File: src/rtl/instr_fetch.sv
// ---------------------------------------------------------------------------
// instr_fetch
//
// Instruction fetch stage. Holds the program counter, issues one request per
// cycle to instruction memory, and captures each returned word in the IF/ID
// register. The captured word is then split into its opcode and operand
// fields for the decode stage.
//
// A small FSM controls fetching:
//   IDLE  - one cycle after reset is released
//   FETCH - normal fetching
//   HALT  - entered after a HALT_OP word is fetched; left only on redirect
//
// Ports
//   clk, rst          clock; asynchronous active-high reset
//   stall             decode cannot accept a new instruction this cycle
//   flush             invalidate the IF/ID register
//   redirect          load redirect_pc into the PC; the current fetch is dropped
//   redirect_pc       target PC used when redirect=1
//   imem_req          request to instruction memory
//   imem_addr         fetch address (the current PC)
//   imem_ready        memory returns imem_rdata this cycle
//   imem_rdata        instruction word from memory
//   if_valid          IF/ID register holds a valid instruction
//   if_pc             PC of the instruction in IF/ID
//   op, rs, rt, rd    IF/ID fields [31:26], [25:21], [20:16], [15:11]
//   imm               IF/ID field [15:0]
//   op_legal          if_valid and op is add, sw, lw or HALT_OP
//   halted            fetch is stopped by HALT_OP
//   fetch_count       number of accepted transfers (wraps at 16 bits)
// ---------------------------------------------------------------------------
module instr_fetch #(
    parameter logic [31:0] RESET_PC = 32'h0000_0000,
    parameter logic [5:0]  HALT_OP  = 6'b111111
) (
    input  logic        clk,
    input  logic        rst,
    input  logic        stall,
    input  logic        flush,
    input  logic        redirect,
    input  logic [31:0] redirect_pc,
    output logic        imem_req,
    output logic [31:0] imem_addr,
    input  logic        imem_ready,
    input  logic [31:0] imem_rdata,
    output logic        if_valid,
    output logic [31:0] if_pc,
    output logic [5:0]  op,
    output logic [4:0]  rs,
    output logic [4:0]  rt,
    output logic [4:0]  rd,
    output logic [15:0] imm,
    output logic        op_legal,
    output logic        halted,
    output logic [15:0] fetch_count
);

    typedef enum logic [1:0] {
        IDLE  = 2'd0,
        FETCH = 2'd1,
        HALT  = 2'd2
    } state_t;

    state_t      state_reg;
    state_t      state_next;
    logic [31:0] pc_reg;
    logic [31:0] ir_reg;
    logic [31:0] if_pc_reg;
    logic        if_valid_reg;
    logic [15:0] fetch_count_reg;
    logic        transfer;

    // imem_req already excludes redirect, so a transfer never coincides with
    // a redirect.
    assign transfer = imem_req && imem_ready;

    // ---------------- state register ----------------
    always_ff @(posedge clk or posedge rst) begin
        if (rst) begin
            state_reg <= IDLE;
        end else begin
            state_reg <= state_next;
        end
    end

    // ---------------- next-state logic ----------------
    always_comb begin
        state_next = state_reg;
        if (redirect) begin
            state_next = FETCH;
        end else begin
            case (state_reg)
                IDLE:    state_next = FETCH;
                // A flushed halt word is dropped like any other flushed
                // word, so it does not stop fetching.
                FETCH:   if (transfer && !flush && (imem_rdata[31:26] == HALT_OP))
                             state_next = HALT;
                HALT:    state_next = HALT;
                default: state_next = IDLE;
            endcase
        end
    end

    // ---------------- output logic ----------------
    always_comb begin
        imem_req = 1'b0;
        halted   = 1'b0;
        case (state_reg)
            FETCH:   imem_req = !(stall && if_valid_reg) && !redirect;
            HALT:    halted   = 1'b1;
            default: ;
        endcase
    end

    // ---------------- PC, IF/ID register and transfer counter ----------------
    always_ff @(posedge clk or posedge rst) begin
        if (rst) begin
            pc_reg          <= RESET_PC;
            ir_reg          <= 32'd0;
            if_pc_reg       <= 32'd0;
            if_valid_reg    <= 1'b0;
            fetch_count_reg <= 16'd0;
        end else if (redirect) begin
            pc_reg       <= redirect_pc;
            if_valid_reg <= 1'b0;
        end else if (transfer) begin
            // PC and count advance even when the word itself is flushed.
            pc_reg          <= pc_reg + 32'd4;
            fetch_count_reg <= fetch_count_reg + 16'd1;
            if (flush) begin
                if_valid_reg <= 1'b0;
            end else begin
                ir_reg       <= imem_rdata;
                if_pc_reg    <= pc_reg;
                if_valid_reg <= 1'b1;
            end
        end else if (flush || !(stall && if_valid_reg)) begin
            // Bubble: fields hold their old values, only the valid drops.
            if_valid_reg <= 1'b0;
        end
    end

    // ---------------- field decode ----------------
    assign imem_addr   = pc_reg;
    assign if_valid    = if_valid_reg;
    assign if_pc       = if_pc_reg;
    assign op          = ir_reg[31:26];
    assign rs          = ir_reg[25:21];
    assign rt          = ir_reg[20:16];
    assign rd          = ir_reg[15:11];
    assign imm         = ir_reg[15:0];
    assign fetch_count = fetch_count_reg;

    localparam logic [3:0][5:0] LEGAL_OPS = {HALT_OP, 6'b000100, 6'b000010, 6'b000001};

    logic [3:0] op_match;

    generate
        for (genvar gi = 0; gi < 4; gi++) begin : g_legal
            assign op_match[gi] = (ir_reg[31:26] == LEGAL_OPS[gi]);
        end
    endgenerate

    assign op_legal = if_valid_reg && (|op_match);

endmodule

File: config.mk
export PLATFORM = sky130hd
export DESIGN_NAME = instr_fetch
export DESIGN_NICKNAME = d
export VERILOG_FILES = /design/src/rtl/instr_fetch.sv
export SDC_FILE = /design/constraint.sdc
export NUM_CORES = 1
export LEC_CHECK = 0
export BUFFER_PORTS_ARGS = -buffer_cell sky130_fd_sc_hd__buf_2
export CAP_MARGIN = 15
export CORE_MARGIN = 2
export CORE_UTILIZATION = 35
export CTS_CLUSTER_SIZE = 8
export DETAILED_ROUTE_END_ITERATION = 7
export SYNTH_ARGS = -nofsm -noshare
export SYNTH_HDL_FRONTEND = slang
export SYNTH_SLANG_ARGS = --single-unit
File: constraint.sdc
create_clock -name clk -period 3.8 [get_ports clk]
set_input_delay 0.38 -clock clk [delete_from_list [all_inputs] [get_ports clk]]
set_output_delay 0.38 -clock clk [all_outputs]
set_load 0.02 [all_outputs]
======== After elaboration in Yosys (flattened, before gate mapping) ========
Cells that the tools add are included.
word-level totals
  memories kept ........................... 0
  bits of input ports ..................... 70
  ROM bits ................................ 0
  bits in writable memories ............... 0
  bits in latches ......................... 0
  output and inout bits ................... 121
  register bits after elaboration ......... 115
  word-level logic and storage cells ...... 45
cells by class
  reductions and logical operators ........ 16
  $lt $le $gt $ge ......................... 0
  shift-type cells ........................ 0
  mux-type cells .......................... 11
  $add $sub $neg .......................... 2
  bitwise gates (word level) .............. 2
  divide/modulo/power cells ............... 0
  equal/unequal tests ..................... 8
  multipliers ............................. 0
operators with widths
  cell                                                                   count
  32-bit two-way mux                                                     2
  32-bit by 3-bit adder with 32-bit output, second input constant        1
  16-bit by 1-bit adder with 16-bit output, second input constant        1
  6-bit equality test, second input constant                             2
  6-bit by 1-bit equality test with 1-bit output, second input constant  1
  6-bit by 2-bit equality test with 1-bit output, second input constant  1
  6-bit by 3-bit equality test with 1-bit output, second input constant  1
  1-bit logical AND                                                      6
  1-bit two-way mux                                                      6
  2-bit case mux with 3 select lines                                     1
  2-bit two-way mux                                                      2
  4-bit OR reduction                                                     1
  1-bit logical NOT                                                      3
  3-bit inequality test, second input constant                           1
  3-bit AND reduction                                                    1
  3-bit nonzero test                                                     1
  2-bit by 1-bit equality test with 1-bit output, second input constant  1
  2-bit equality test, second input constant                             1
  2-bit logical NOT                                                      1
  1-bit NOT                                                              2
  2-bit AND reduction                                                    1
  2-bit nonzero test                                                     1
  1-bit logical OR                                                       1

======== Depth between registers and ports, before layout ========
Gate-level depths: netlist of the first run.
  depth after elaboration ................. 10
  mapped depth ............................ 9
  mapped depth without buffers ............ 7

======== Worst setup path before layout of the first run ========
No wires, ideal clock.
  path type ............................... flip-flop to flip-flop
  start ................................... register state_reg[1]
  end ..................................... register ir_reg[27]
  required time ........................... 3.672 ns
  library setup time ...................... 0.128 ns
  path buffers ............................ 2
  setup slack ............................. 1.869 ns
  data arrival time ....................... 1.804 ns
  stages on the path, launching flop included .. 9
  period minus slack after synthesis ...... 1.931 ns
  cells stage by stage .................... dfrtp_1 > inv_1 > ha_1 > nor2b_4 > nand3_2 > or3_1 > buf_4 > buf_6 > mux2_1
between the ends
  word-level cells in the longest chain between the ends .. 4
ends and longest elaborated chain
  item                                            RTL line  source
  start, declared                                 64        state_t state_reg;
  start signal, assigned                          82        state_reg <= state_next;
  2-bit by 1-bit equality test with 1-bit output  108       case (state_reg)
  1-bit two-way mux                               108
  1-bit logical AND                               75        assign transfer = imem_req && imem_ready;
  3-bit AND reduction (no line)                   -
  end signal, assigned                            133       ir_reg <= imem_rdata;
  end, declared                                   67        logic [31:0] ir_reg;
No other way between the ends.
A chain may end at the register's enable or synchronous reset.

======== Worst setup path in the final report of the first run ========
  start ................................... register state_reg[1]
  end ..................................... register ir_reg[24]
The elaborated chain is that of the path after synthesis.

==> metrics.txt, run 1 <==
# TYPE chip_impl_metric gauge
chip_impl_metric{name="timing.critical_path.required",unit="ns"} 4.09
chip_impl_metric{name="clock_path_buffers",unit=""} 2
chip_impl_metric{name="drive_above_1_share",unit=""} 0.395
chip_impl_info{name="tritoncts_clock_tree",value="built"} 1
chip_impl_metric{name="n_fill_cell",unit=""} 1402
chip_impl_metric{name="gr-total-overflow",unit=""} 0
chip_impl_metric{name="clock_tree.htree_level_count",unit=""} 4
chip_impl_metric{name="via_per_inst",unit=""} 5.13
chip_impl_info{name="hp-class",value="input pin to async pin"} 1
chip_impl_metric{name="synth-seq-cells",unit=""} 115
chip_impl_metric{name="post-route-cell-area",unit="µm²"} 6960
chip_impl_metric{name="drcViolationCount",unit=""} 0
chip_impl_metric{name="first_global_vias",unit=""} 4338
chip_impl_metric{name="path_clk_slew",unit="ns"} 0.05
chip_impl_metric{name="post-route-min-period",unit="ns"} 2.65
chip_impl_metric{name="detailroute.via_count",unit=""} 4359
chip_impl_info{name="critPathKind",value="flip-flop to flip-flop"} 1
chip_impl_metric{name="worst_pin_slew",unit="ns"} 0.959
chip_impl_metric{name="timing.final.ws_setup",unit="ns"} 1.15
chip_impl_metric{name="slew_violations",unit=""} 0
chip_impl_metric{name="setup_violations",unit=""} 0
chip_impl_metric{name="drt_first_iter_violations",unit=""} 172
chip_impl_metric{name="drt_pre_antenna_iters",unit=""} 4
chip_impl_metric{name="dieArea",unit="µm²"} 16100
chip_impl_metric{name="starting_density_of_the_core",unit=""} 0.362
chip_impl_info{name="critPathTopFamily",value="simple AND/OR/NAND/NOR gates"} 1
chip_impl_metric{name="globalplace.congestion",unit=""} 0.839
chip_impl_metric{name="post_synth_instance_area",unit="µm²"} 5300
chip_impl_info{name="rsz0062_at_grt",value="no"} 1
chip_impl_metric{name="largest_net_degree_at_the_start_of_global_routing",unit=""} 44
chip_impl_metric{name="drt.antenna.violating_nets",unit=""} 0
chip_impl_metric{name="die-width",unit="µm"} 127
chip_impl_metric{name="max_cap_viols",unit=""} 0
chip_impl_metric{name="area_growth_syn_to_layout",unit="%"} 31.3
chip_impl_metric{name="placedInstanceArea",unit="µm²"} 6380
chip_impl_metric{name="synth_edf_count",unit=""} 0
chip_impl_metric{name="placement_stage_worst_setup_slack",unit="ns"} 1.11
chip_impl_metric{name="nNetsFinal",unit=""} 729
chip_impl_metric{name="portBuffers",unit=""} 190
chip_impl_metric{name="cp_num_buf_inv",unit=""} 2
chip_impl_metric{name="total_number_of_clock_tree_sinks",unit=""} 115
chip_impl_info{name="run_status",value="completed"} 1
chip_impl_metric{name="timing_hold_violations_final",unit=""} 0
chip_impl_metric{name="netlist_instances",unit=""} 464
chip_impl_metric{name="cts.repair_timing.setup_buffer_count",unit=""} 0
chip_impl_info{name="path_cells",value="inv_1, ha_1, nor2b_4, nand3_2, or3_2, buf_4, mux2_1"} 1
chip_impl_metric{name="timing.critical_path.fanout_max",unit=""} 35
chip_impl_metric{name="pd_cells",unit="nW/µm²"} 743
chip_impl_metric{name="floorplan.die.height",unit="µm"} 127
chip_impl_metric{name="ctsResizeCount",unit=""} 0
chip_impl_metric{name="multiInputGateArea",unit="µm²"} 2230
chip_impl_metric{name="total_power",unit="W"} 0.00517
chip_impl_info{name="timing.critical_path.from_type",value="flip-flop"} 1
chip_impl_metric{name="maximum_resistive_drop_on_vdd",unit="V"} 0.000406
chip_impl_metric{name="fmax",unit="MHz"} 377
chip_impl_metric{name="grt_first_pass_wirelength",unit="µm"} 22600
chip_impl_info{name="cpMaxStageDelayCell",value="sky130_fd_sc_hd__or3_2"} 1
chip_impl_metric{name="final_min_period_over_clock_period",unit=""} 0.698
chip_impl_metric{name="worst_path_largest_cell_delay",unit="ns"} 0.81
chip_impl_metric{name="ctsHoldBuffers",unit=""} 0
chip_impl_metric{name="tns",unit="ns"} 0
chip_impl_metric{name="synthesis.nets",unit=""} 539
chip_impl_metric{name="endpoint_arrival_time_on_the_critical_path",unit="ns"} 2.94
chip_impl_metric{name="num_rows",unit=""} 44
chip_impl_metric{name="grtUsageTotal",unit=""} 0.178
chip_impl_info{name="worstSetupEndpointType",value="flip-flop"} 1
chip_impl_metric{name="register_area",unit="µm²"} 2880
chip_impl_metric{name="final_hold_slack",unit="ns"} 0.0147
chip_impl_metric{name="ioPinCount",unit=""} 191
chip_impl_metric{name="postRouteWirelength",unit="µm"} 13900
chip_impl_metric{name="yosysWarningCount",unit=""} 0
chip_impl_metric{name="antenna_found_initial",unit=""} 1
chip_impl_info{name="synthFlopType",value="sky130_fd_sc_hd__dfrtp_1"} 1
chip_impl_metric{name="core",unit="µm²"} 14600
chip_impl_metric{name="worst_clock_skew",unit="ns"} 0.00980
chip_impl_metric{name="yosysSeqAreaShare",unit=""} 0.543
chip_impl_metric{name="postSynth.asyncResetShare",unit=""} 1.00
chip_impl_metric{name="worst_slew_margin_rel",unit=""} 0.358
chip_impl_info{name="clock_tree.root_cell",value="sky130_fd_sc_hd__clkbuf_16"} 1
chip_impl_metric{name="detailedPlacementHpwl",unit="µm"} 9950
chip_impl_metric{name="insertion_delay",unit="ns"} 0.41
chip_impl_metric{name="synth.avg_cell_area",unit="µm²"} 11.4
chip_impl_metric{name="routed_wire_length_per_instance",unit="µm"} 16.4
chip_impl_metric{name="leakage",unit="nW"} 3.42
chip_impl_metric{name="synth_cell_types",unit=""} 50
chip_impl_metric{name="numCtsBuffers",unit=""} 17
cell families after synthesis:
group / share of synthesized area
flops: 0.543
fa+ha+maj: 0.0118
xor+xnor: 0.0298
compound gates: 0.0770
buf+inv: 0.0361
mux: 0.140
simple gates: 0.162
per-layer routing:
layer / wire length (µm) / GRT usage / vias to the layer above
li1: - / - / 2057
met1: 6230 / 0.237 / 2142
met2: 6620 / 0.281 / 142
met3: 803 / 0.0465 / 18
met4: 278 / 0.0698 / 0
met5: 0 / 0 / -
layout make-up:
| cell class | instances | area share |
|---|---|---|
| diodes | 1 | 0.000360 |
| clock buffers | 24 | 0.0721 |
| clock inverters | 5 | 0.0108 |
| inverters | 9 | 0.00521 |
| multi-input cells | 314 | 0.321 |
| flip-flops and latches | 115 | 0.414 |
| well taps | 184 | 0.0331 |
| repair buffers | 197 | 0.144 |
stage by stage:
stage	cells	util
4_1_cts	848	0.475
2_1_floorplan	464	-
3_5_place_dp	819	0.436
5_1_grt	849	0.475
3_3_place_gp	819	0.436
6_report	849	0.475
layout by cell type, fill, tap and decap left out, types with 3 or more instances in the layout:
master                      count
sky130_fd_sc_hd__inv_1          8
sky130_fd_sc_hd__or3_1          6
sky130_fd_sc_hd__o21ai_0       17
sky130_fd_sc_hd__and2_1         8
sky130_fd_sc_hd__nor4_1         4
sky130_fd_sc_hd__mux2_1        36
sky130_fd_sc_hd__a31oi_1        4
sky130_fd_sc_hd__buf_2        190
sky130_fd_sc_hd__dfrtp_1      115
sky130_fd_sc_hd__or4_1          4
sky130_fd_sc_hd__a21oi_1        7
sky130_fd_sc_hd__a32oi_1        3
sky130_fd_sc_hd__xnor2_1       12
sky130_fd_sc_hd__nand3_1       26
sky130_fd_sc_hd__clkbuf_8       5
sky130_fd_sc_hd__ha_1           5
sky130_fd_sc_hd__clkinv_2       3
sky130_fd_sc_hd__nor3_1         9
sky130_fd_sc_hd__nand2_1       54
sky130_fd_sc_hd__o311ai_0       6
sky130_fd_sc_hd__o211ai_1      11
sky130_fd_sc_hd__clkbuf_16     17
sky130_fd_sc_hd__buf_4          7
sky130_fd_sc_hd__mux2_2        28
sky130_fd_sc_hd__nand4_1       15
sky130_fd_sc_hd__xor2_1         6
sky130_fd_sc_hd__and3_1         6
sky130_fd_sc_hd__nor2_1        17
worst paths after layout:
path	start	endpoint	slack [ns]	cells past startpoint
setup / recovery	state_reg[1]	ir_reg[24]	1.15	7
hold reg to reg	fetch_count[15]	fetch_count[15]	0.48	1
min in group clk	flush	if_valid	0.16	2
hold / removal	rst	fetch_count[15]	0.01	2
max in group asynchronous	rst	imem_addr[10]	2.88	3
setup reg to reg	state_reg[1]	ir_reg[24]	1.15	7
synthesized netlist by cell type, types with 4 or more instances:
library cell | number | share of area
sky130_fd_sc_hd__a21oi_1 | 7 | 0.0066
sky130_fd_sc_hd__a31oi_1 | 4 | 0.0047
sky130_fd_sc_hd__and2_1 | 8 | 0.0094
sky130_fd_sc_hd__and3_1 | 6 | 0.0071
sky130_fd_sc_hd__buf_4 | 7 | 0.0099
sky130_fd_sc_hd__buf_6 | 4 | 0.0085
sky130_fd_sc_hd__clkbuf_1 | 11 | 0.0078
sky130_fd_sc_hd__dfrtp_1 | 115 | 0.54
sky130_fd_sc_hd__ha_1 | 5 | 0.012
sky130_fd_sc_hd__inv_1 | 9 | 0.0064
sky130_fd_sc_hd__mux2_1 | 36 | 0.077
sky130_fd_sc_hd__mux2_2 | 28 | 0.060
sky130_fd_sc_hd__nand2_1 | 54 | 0.038
sky130_fd_sc_hd__nand3_1 | 26 | 0.025
sky130_fd_sc_hd__nand4_1 | 15 | 0.018
sky130_fd_sc_hd__nor2_1 | 17 | 0.012
sky130_fd_sc_hd__nor3_1 | 9 | 0.0085
sky130_fd_sc_hd__nor4_1 | 4 | 0.0047
sky130_fd_sc_hd__o211ai_1 | 11 | 0.016
sky130_fd_sc_hd__o21ai_0 | 17 | 0.016
sky130_fd_sc_hd__o311ai_0 | 6 | 0.0099
sky130_fd_sc_hd__or3_1 | 7 | 0.0083
sky130_fd_sc_hd__or4_1 | 4 | 0.0057
sky130_fd_sc_hd__xnor2_1 | 12 | 0.020
sky130_fd_sc_hd__xor2_1 | 6 | 0.0099
report_power, final:
| part | leakage [nW] | total (W) | internal (W) | switching [W] |
|---|---|---|---|---|
| clock | 0.288 | 0.00156 | 0.00104 | 0.000526 |
| sequential | 1.43 | 0.00195 | 0.00164 | 0.000311 |
| combinational | 1.70 | 0.00166 | 0.000644 | 0.00102 |
| total | 3.42 | 0.00517 | 0.00331 | 0.00186 |
Power figures use the tool's default switching activity.
==> run 2: changes to the inputs <==
Settings changed: ABC_AREA from default to 1.
Clock period 3.8 ns to 2.1 ns, I/O delays scaled along.
==> metrics.txt, run 2 <==
# TYPE chip_impl_metric gauge
chip_impl_metric{name="slew_violations",unit=""} 0
chip_impl_metric{name="synth.avg_cell_area",unit="µm²"} 7.38
chip_impl_metric{name="netlist_instances",unit=""} 795
chip_impl_metric{name="ioPinCount",unit=""} 191
chip_impl_info{name="clock_tree.root_cell",value="sky130_fd_sc_hd__clkbuf_16"} 1
chip_impl_metric{name="timing.critical_path.fanout_max",unit=""} 6
chip_impl_metric{name="final_hold_slack",unit="ns"} -0.0298
chip_impl_metric{name="gr-total-overflow",unit=""} 0
chip_impl_metric{name="timing_hold_violations_final",unit=""} 19
chip_impl_metric{name="path_clk_slew",unit="ns"} 0.05
chip_impl_metric{name="numCtsBuffers",unit=""} 17
chip_impl_metric{name="detailroute.via_count",unit=""} 5709
chip_impl_metric{name="total_power",unit="W"} 0.0104
chip_impl_metric{name="max_cap_viols",unit=""} 0
chip_impl_metric{name="area_growth_syn_to_layout",unit="%"} 32.1
chip_impl_info{name="timing.critical_path.from_type",value="flip-flop"} 1
chip_impl_metric{name="drive_above_1_share",unit=""} 0.237
chip_impl_metric{name="largest_net_degree_at_the_start_of_global_routing",unit=""} 116
chip_impl_info{name="synth_area_leaders",value="sky130_fd_sc_hd__dfrtp_1 (49%), sky130_fd_sc_hd__nand2_1 (19%), sky130_fd_sc_hd__nand3_1 (6.3%), sky130_fd_sc_hd__inv_1 (5.3%), sky130_fd_sc_hd__nor2_1 (4.7%)"} 1
chip_impl_metric{name="postSynth.asyncResetShare",unit=""} 1.00
chip_impl_metric{name="portBuffers",unit=""} 190
chip_impl_info{name="rr_startpoint",value="imem_addr[3]"} 1
chip_impl_metric{name="worst_r2r_path_depth",unit=""} 10
chip_impl_metric{name="dieArea",unit="µm²"} 17800
chip_impl_metric{name="post_synth_instance_area",unit="µm²"} 5870
chip_impl_metric{name="via_per_inst",unit=""} 4.68
chip_impl_metric{name="netlist.area_leader.share",unit=""} 0.491
chip_impl_metric{name="drt_first_iter_violations",unit=""} 309
chip_impl_metric{name="routed_wire_length_per_instance",unit="µm"} 14.2
chip_impl_info{name="violations_in_the_final_reports",value="negative hold slack"} 1
chip_impl_info{name="worstSetupEndpointType",value="flip-flop"} 1
chip_impl_metric{name="nNetsFinal",unit=""} 1060
chip_impl_metric{name="leakage",unit="nW"} 4.18
chip_impl_info{name="rsz0062_at_grt",value="no"} 1
chip_impl_info{name="layout.cells.most_common_list",value="sky130_fd_sc_hd__nand2_1 (297), sky130_fd_sc_hd__buf_2 (190), sky130_fd_sc_hd__dfrtp_1 (115), sky130_fd_sc_hd__inv_1 (82), sky130_fd_sc_hd__nand3_1 (74)"} 1
chip_impl_metric{name="synth_cell_types",unit=""} 28
chip_impl_metric{name="total_number_of_clock_tree_sinks",unit=""} 115
chip_impl_metric{name="globalplace.congestion",unit=""} 0.918
chip_impl_info{name="critical_path.reg2reg.endpoint",value="imem_addr[28]"} 1
chip_impl_metric{name="floorplan.die.height",unit="µm"} 133
chip_impl_metric{name="cts.repair_timing.setup_buffer_count",unit=""} 0
chip_impl_info{name="synthFlopType",value="sky130_fd_sc_hd__dfrtp_1"} 1
chip_impl_metric{name="clock_tree.htree_level_count",unit=""} 4
chip_impl_metric{name="finalCoreUtilization",unit=""} 0.471
chip_impl_metric{name="yosysSeqAreaShare",unit=""} 0.491
chip_impl_metric{name="drcViolationCount",unit=""} 0
chip_impl_metric{name="maximum_resistive_drop_on_vdd",unit="V"} 0.000630
chip_impl_info{name="setup.worst_path.start",value="imem_addr[3]"} 1
chip_impl_metric{name="tns",unit="ns"} 0
chip_impl_metric{name="final_min_period_over_clock_period",unit=""} 0.850
chip_impl_metric{name="post-route-min-period",unit="ns"} 1.79
chip_impl_metric{name="detailedPlacementHpwl",unit="µm"} 12700
chip_impl_metric{name="n_fill_cell",unit=""} 1702
chip_impl_metric{name="clock_path_buffers",unit=""} 2
chip_impl_metric{name="worst_slew_margin_rel",unit=""} 0.568
chip_impl_metric{name="grtUsageTotal",unit=""} 0.202
chip_impl_metric{name="die-width",unit="µm"} 133
chip_impl_metric{name="insertion_delay",unit="ns"} 0.41
chip_impl_metric{name="starting_density_of_the_core",unit=""} 0.356
chip_impl_metric{name="pd_cells",unit="nW/µm²"} 1340
chip_impl_metric{name="core",unit="µm²"} 16500
chip_impl_info{name="tritoncts_clock_tree",value="built"} 1
chip_impl_metric{name="antenna_found_initial",unit=""} 1
chip_impl_metric{name="synth-seq-cells",unit=""} 115
chip_impl_metric{name="drt.antenna.violating_nets",unit=""} 0
chip_impl_metric{name="worst_clock_skew",unit="ns"} 0.00690
chip_impl_metric{name="synth_edf_count",unit=""} 0
chip_impl_metric{name="fmax",unit="MHz"} 560
chip_impl_metric{name="num_rows",unit=""} 47
chip_impl_metric{name="worst_pin_slew",unit="ns"} 0.648
chip_impl_metric{name="synthesis.nets",unit=""} 870
chip_impl_info{name="synth_area_leader_cell",value="sky130_fd_sc_hd__dfrtp_1"} 1
chip_impl_metric{name="endpoint_arrival_time_on_the_critical_path",unit="ns"} 2.08
chip_impl_info{name="cell_with_the_most_instances_after_synthesis",value="sky130_fd_sc_hd__nand2_1"} 1
chip_impl_metric{name="setup_violations",unit=""} 0
chip_impl_info{name="run_status",value="finished with violations"} 1
chip_impl_metric{name="yosysWarningCount",unit=""} 0
chip_impl_info{name="setup.worst_path.end",value="imem_addr[28]"} 1
chip_impl_info{name="final_common_cell",value="sky130_fd_sc_hd__nand2_1"} 1
chip_impl_metric{name="first_global_vias",unit=""} 5424
chip_impl_metric{name="grt_first_pass_wirelength",unit="µm"} 28200
chip_impl_metric{name="setup.reg_to_reg.worst_slack",unit="ns"} 0.31
chip_impl_info{name="hp-class",value="input pin to async pin"} 1
chip_impl_info{name="netlist_top_cells_count",value="sky130_fd_sc_hd__nand2_1 (298), sky130_fd_sc_hd__dfrtp_1 (115), sky130_fd_sc_hd__inv_1 (83)"} 1
chip_impl_metric{name="postRouteWirelength",unit="µm"} 17400
chip_impl_metric{name="drt_pre_antenna_iters",unit=""} 5
chip_impl_metric{name="timing.critical_path.required",unit="ns"} 2.40
chip_impl_info{name="critPathKind",value="flip-flop to flip-flop"} 1
[run 2: cell count changes in the layout (fill, tap and decap cells not counted), sizes merged, moves of 12 or more]
cell   previous run  this run
inv               9        82
nand2            54       300
nor2             18        73
o21ai            17        65
nand4            17         5
nand3            27        74
mux2             64         0
[run 2: area by class of cell]
type                            instances  area (µm²)  area share
Antenna cell                            1        2.50    0.000323
Tap cell                              220         275      0.0355
Sequential cell                       115        2880       0.371
Multi-Input combinational cell        562        2500       0.323
Clock inverter                         10         203      0.0262
Inverter                               85         324      0.0418
Timing Repair Buffer                  204        1100       0.142
Clock buffer                           22         464      0.0599
[run 2: metal layers]
metal / up-vias / GRT usage / part of all wire
met1: 2618 / 0.273 / 0.47
met5: - / 0 / 0
met3: 15 / 0.0654 / 0.079
li1: 2874 / - / -
met4: 0 / 0.0496 / 0.011
met2: 202 / 0.314 / 0.44
[run 2: logic make-up after synthesis]
family,after synthesis,share of synthesized area
fa+ha+maj,5,0.0107
buf+inv,118,0.0845
flops,115,0.491
compound gates,77,0.0689
xor+xnor,17,0.0254
simple gates,463,0.320
[run 2: worst max-delay path: stages, from the launching register on]
cell,delay (ns)
sky130_fd_sc_hd__dfrtp_1,0.42
sky130_fd_sc_hd__ha_1,0.21
sky130_fd_sc_hd__nand2_1,0.10
sky130_fd_sc_hd__nor2_1,0.23
sky130_fd_sc_hd__nand2_1,0.12
sky130_fd_sc_hd__nor2_1,0.29
sky130_fd_sc_hd__nand2_1,0.09
sky130_fd_sc_hd__nand2_1,0.06
sky130_fd_sc_hd__nand2_1,0.05
sky130_fd_sc_hd__nand2_1,0.05
sky130_fd_sc_hd__nand2_1,0.05
[run 2: how the worst min path moves through the flow]
stage	end	slack, ns	cells after the start
2_1_floorplan	if_valid	0.28	1
3_3_place_gp	imem_addr[1]	0.42	3
3_5_place_dp	imem_addr[1]	0.43	3
4_1_cts	imem_addr[5]	0.002	3
5_1_grt	imem_addr[5]	0.008	3
6_report	ir_reg[30]	-0.03	3
[run 2: where the power goes]
group / total (W) / internal, W / switching [W] / leakage [nW]
clock: 0.00329 / 0.00228 / 0.00101 / 0.324
sequential: 0.00359 / 0.00300 / 0.000593 / 1.42
combinational: 0.00354 / 0.00116 / 0.00238 / 2.44
total: 0.0104 / 0.00644 / 0.00398 / 4.18
[run 2: metrics by stage]
stage                     instances  worst slack [ns]  cell area [µm²]
after floorplan                 795             0.298             5870
after detailed placement       1183             0.343             7050
after CTS                      1218             0.325             7750
final                          1219             0.315             7750
after global placement         1183             0.363             7050
after global routing           1219            0.0720             7750
[run 2: what timing repair did]
action | CTS | global route
hold buffers | 3 | 0
resized for setup | 0 | 0
endpoints found under the hold margin | 3 | 0
==> run 3: changes to the inputs <==
Settings changed: SETUP_SLACK_MARGIN from default to 0.5.
==> metrics.txt, run 3 (synthesized netlist as in run 2, its figures left out) <==
# TYPE chip_impl_metric gauge
chip_impl_info{name="endpoint_with_the_worst_hold_slack",value="imem_addr[0]"} 1
chip_impl_metric{name="detailedPlacementHpwl",unit="µm"} 13100
chip_impl_metric{name="insertion_delay",unit="ns"} 0.42
chip_impl_info{name="highest_layer",value="met5"} 1
chip_impl_metric{name="power.share.clock",unit=""} 0.258
chip_impl_metric{name="area_growth_syn_to_layout",unit="%"} 61.7
chip_impl_metric{name="max_cap_viols",unit=""} 0
chip_impl_metric{name="worst_clock_skew",unit="ns"} 0.00658
chip_impl_metric{name="floorplan.die.height",unit="µm"} 133
chip_impl_info{name="rsz0062_at_grt",value="yes"} 1
chip_impl_metric{name="sw_frac_of_total",unit=""} 0.403
chip_impl_metric{name="worst_path_largest_cell_delay",unit="ns"} 0.38
chip_impl_info{name="layout.cells.most_common_list",value="sky130_fd_sc_hd__nand2_1 (217), sky130_fd_sc_hd__buf_2 (188), sky130_fd_sc_hd__dfrtp_1 (105), sky130_fd_sc_hd__inv_1 (74), sky130_fd_sc_hd__nand3_1 (61)"} 1
chip_impl_metric{name="grtUsageTotal",unit=""} 0.234
chip_impl_metric{name="postRouteWirelength",unit="µm"} 23400
chip_impl_info{name="clock_tree.root_cell",value="sky130_fd_sc_hd__clkbuf_16"} 1
chip_impl_metric{name="grt_first_pass_wirelength",unit="µm"} 31900
chip_impl_metric{name="nNetsFinal",unit=""} 1125
chip_impl_metric{name="antenna_found_initial",unit=""} 3
chip_impl_metric{name="core",unit="µm²"} 16500
chip_impl_metric{name="clock_path_buffers",unit=""} 2
chip_impl_metric{name="path_clk_slew",unit="ns"} 0.05
chip_impl_metric{name="portBuffers",unit=""} 190
chip_impl_metric{name="largest_net_degree_at_the_start_of_global_routing",unit=""} 67
chip_impl_metric{name="starting_density_of_the_core",unit=""} 0.356
chip_impl_metric{name="slew_violations",unit=""} 0
chip_impl_metric{name="worst_pin_slew",unit="ns"} 0.421
chip_impl_metric{name="endpoint_arrival_time_on_the_critical_path",unit="ns"} 1.56
chip_impl_metric{name="cp_num_buf_inv",unit=""} 2
chip_impl_metric{name="switchingPower",unit="W"} 0.00484
chip_impl_info{name="path_cells",value="buf_4, nand4_1, o31ai_4, nor2_1, nor2_1, buf_4"} 1
chip_impl_metric{name="comb_power_share",unit=""} 0.427
chip_impl_info{name="hp-class",value="input pin to flip-flop"} 1
chip_impl_metric{name="worst_slew_margin_rel",unit=""} 0.719
chip_impl_metric{name="detailroute.via_count",unit=""} 6458
chip_impl_metric{name="leakage",unit="nW"} 4.86
chip_impl_metric{name="timing.final.ws_setup",unit="ns"} 0.328
chip_impl_info{name="timing.critical_path.from_type",value="flip-flop"} 1
chip_impl_metric{name="numCtsBuffers",unit=""} 17
chip_impl_info{name="rr_startpoint",value="state_reg[1]"} 1
chip_impl_metric{name="final_min_period_over_clock_period",unit=""} 0.844
chip_impl_metric{name="fmax",unit="MHz"} 564
chip_impl_metric{name="pd_cells",unit="nW/µm²"} 1270
chip_impl_metric{name="worst_hold_path.num_cells",unit=""} 3
chip_impl_metric{name="setup.reg_to_reg.worst_slack",unit="ns"} 0.40
chip_impl_info{name="worstSetupEndpointType",value="primary output"} 1
chip_impl_metric{name="first_global_vias",unit=""} 5775
chip_impl_info{name="critPathTopFamily",value="flip-flops"} 1
chip_impl_metric{name="clock_tree.htree_level_count",unit=""} 4
chip_impl_metric{name="timing_hold_violations_final",unit=""} 0
chip_impl_metric{name="n_fill_cell",unit=""} 1493
chip_impl_info{name="final_common_cell",value="sky130_fd_sc_hd__nand2_1"} 1
chip_impl_metric{name="maximum_resistive_drop_on_vdd",unit="V"} 0.000690
chip_impl_metric{name="met2_length",unit="µm"} 11500
chip_impl_metric{name="timing.critical_path.fanout_max",unit=""} 2
chip_impl_metric{name="cell_internal_pwr",unit="W"} 0.00719
chip_impl_metric{name="drt.antenna.violating_nets",unit=""} 0
chip_impl_metric{name="drive_above_1_share",unit=""} 0.433
chip_impl_info{name="critPathKind",value="flip-flop to primary output"} 1
chip_impl_metric{name="finalCoreUtilization",unit=""} 0.576
chip_impl_metric{name="num_rows",unit=""} 47
chip_impl_metric{name="routedLengthMet1",unit="µm"} 9690
chip_impl_metric{name="dieArea",unit="µm²"} 17800
chip_impl_metric{name="timing.critical_path.required",unit="ns"} 1.89
chip_impl_metric{name="power.share.sequential",unit=""} 0.315
chip_impl_metric{name="routed_wire_length_per_instance",unit="µm"} 18.2
chip_impl_metric{name="tns",unit="ns"} 0
chip_impl_info{name="critical_path.reg2reg.endpoint",value="if_pc[10]"} 1
chip_impl_metric{name="die-width",unit="µm"} 133
chip_impl_metric{name="gr-total-overflow",unit=""} 0
chip_impl_metric{name="worst_r2r_path_depth",unit=""} 10
chip_impl_metric{name="drt_first_iter_violations",unit=""} 411
chip_impl_metric{name="setup_violations",unit=""} 0
chip_impl_metric{name="via_per_inst",unit=""} 5.03
chip_impl_metric{name="route.met3.wl",unit="µm"} 1720
chip_impl_metric{name="post-route-min-period",unit="ns"} 1.77
chip_impl_metric{name="ioPinCount",unit=""} 191
chip_impl_info{name="run_status",value="completed"} 1
chip_impl_info{name="hold_path.startpoint",value="redirect_pc[0]"} 1
chip_impl_metric{name="drt_pre_antenna_iters",unit=""} 5
chip_impl_metric{name="drcViolationCount",unit=""} 0
chip_impl_info{name="tritoncts_clock_tree",value="built"} 1
chip_impl_metric{name="placement_stage_worst_setup_slack",unit="ns"} 0.323
chip_impl_metric{name="total_number_of_clock_tree_sinks",unit=""} 115
chip_impl_info{name="cpMaxStageDelayCell",value="sky130_fd_sc_hd__dfrtp_1"} 1
chip_impl_metric{name="globalplace.congestion",unit=""} 0.893
chip_impl_metric{name="timing.critical_path.depth",unit=""} 6
run 3: cell types whose count changed in the layout (fill, tap and decap cells not counted), sizes merged:
cell and change:
buf +55, clkbuf +8, bufinv -2, clkinvlp +2, bufbuf +1, clkinv +1, diode +1, inv -1
run 3: metrics by stage:
step	instance area [µm²]	total power, W	hold WS, ns	cells
floorplan	5880	0.00588	0.277	795
global placement	7090	0.00720	0.184	1185
detailed placement	7090	0.00724	0.175	1185
CTS	8510	0.0111	0.00148	1258
global route	9490	0.0126	0.0219	1284
finish	9490	0.0120	0.0163	1284
run 3: worst max-delay path by stage:
stage	from	end	slack (ns)
2_1_floorplan	imem_addr[3]	imem_addr[28]	0.48
3_3_place_gp	state_reg[1]	if_pc[24]	0.36
3_5_place_dp	state_reg[1]	if_pc[23]	0.32
4_1_cts	ir_reg[31]	op_legal	0.36
5_1_grt	ir_reg[27]	op_legal	0.29
6_report	ir_reg[29]	op_legal	0.33
run 3: cell type report:
class                      count  area (µm²)  area share
antenna                        2        5.00    0.000528
clock buffer                  21         470      0.0496
clock inverter                10         155      0.0164
inverter                      85         330      0.0348
multi-input combinational    562        3170       0.334
sequential                   115        2890       0.305
tap                          220         275      0.0290
timing repair buffer         269        2190       0.231
run 3: layer usage:
layer / track usage / vias to the layer above
met5: 0 / -
met4: 0.0798 / 2
met3: 0.0620 / 47
met2: 0.380 / 289
met1: 0.305 / 3107
li1: - / 3013
run 3: timing repair:
action,in CTS,in global routing
pin swaps,9,47
gates resized for setup,65,191
endpoints found under the setup margin,102,101
endpoints found under the hold margin,10,0
buffers inserted,28,13
cloned,11,11
hold buffers,3,0
run 3: worst min-delay path, stage by stage:
cell and delay [ns]:
sky130_fd_sc_hd__buf_2 0.08, sky130_fd_sc_hd__nand2_1 0.04, sky130_fd_sc_hd__o21ai_0 0.06
run 3: power by group through the flow:
stage | registers (W) | logic [W] | clock network (W)
floorplan | 0.00451 | 0.00137 | 0
global placement | 0.00363 | 0.00357 | 0
detailed placement | 0.00364 | 0.00360 | 0
CTS | 0.00363 | 0.00432 | 0.00313
global route | 0.00390 | 0.00548 | 0.00324
finish | 0.00379 | 0.00514 | 0.00311
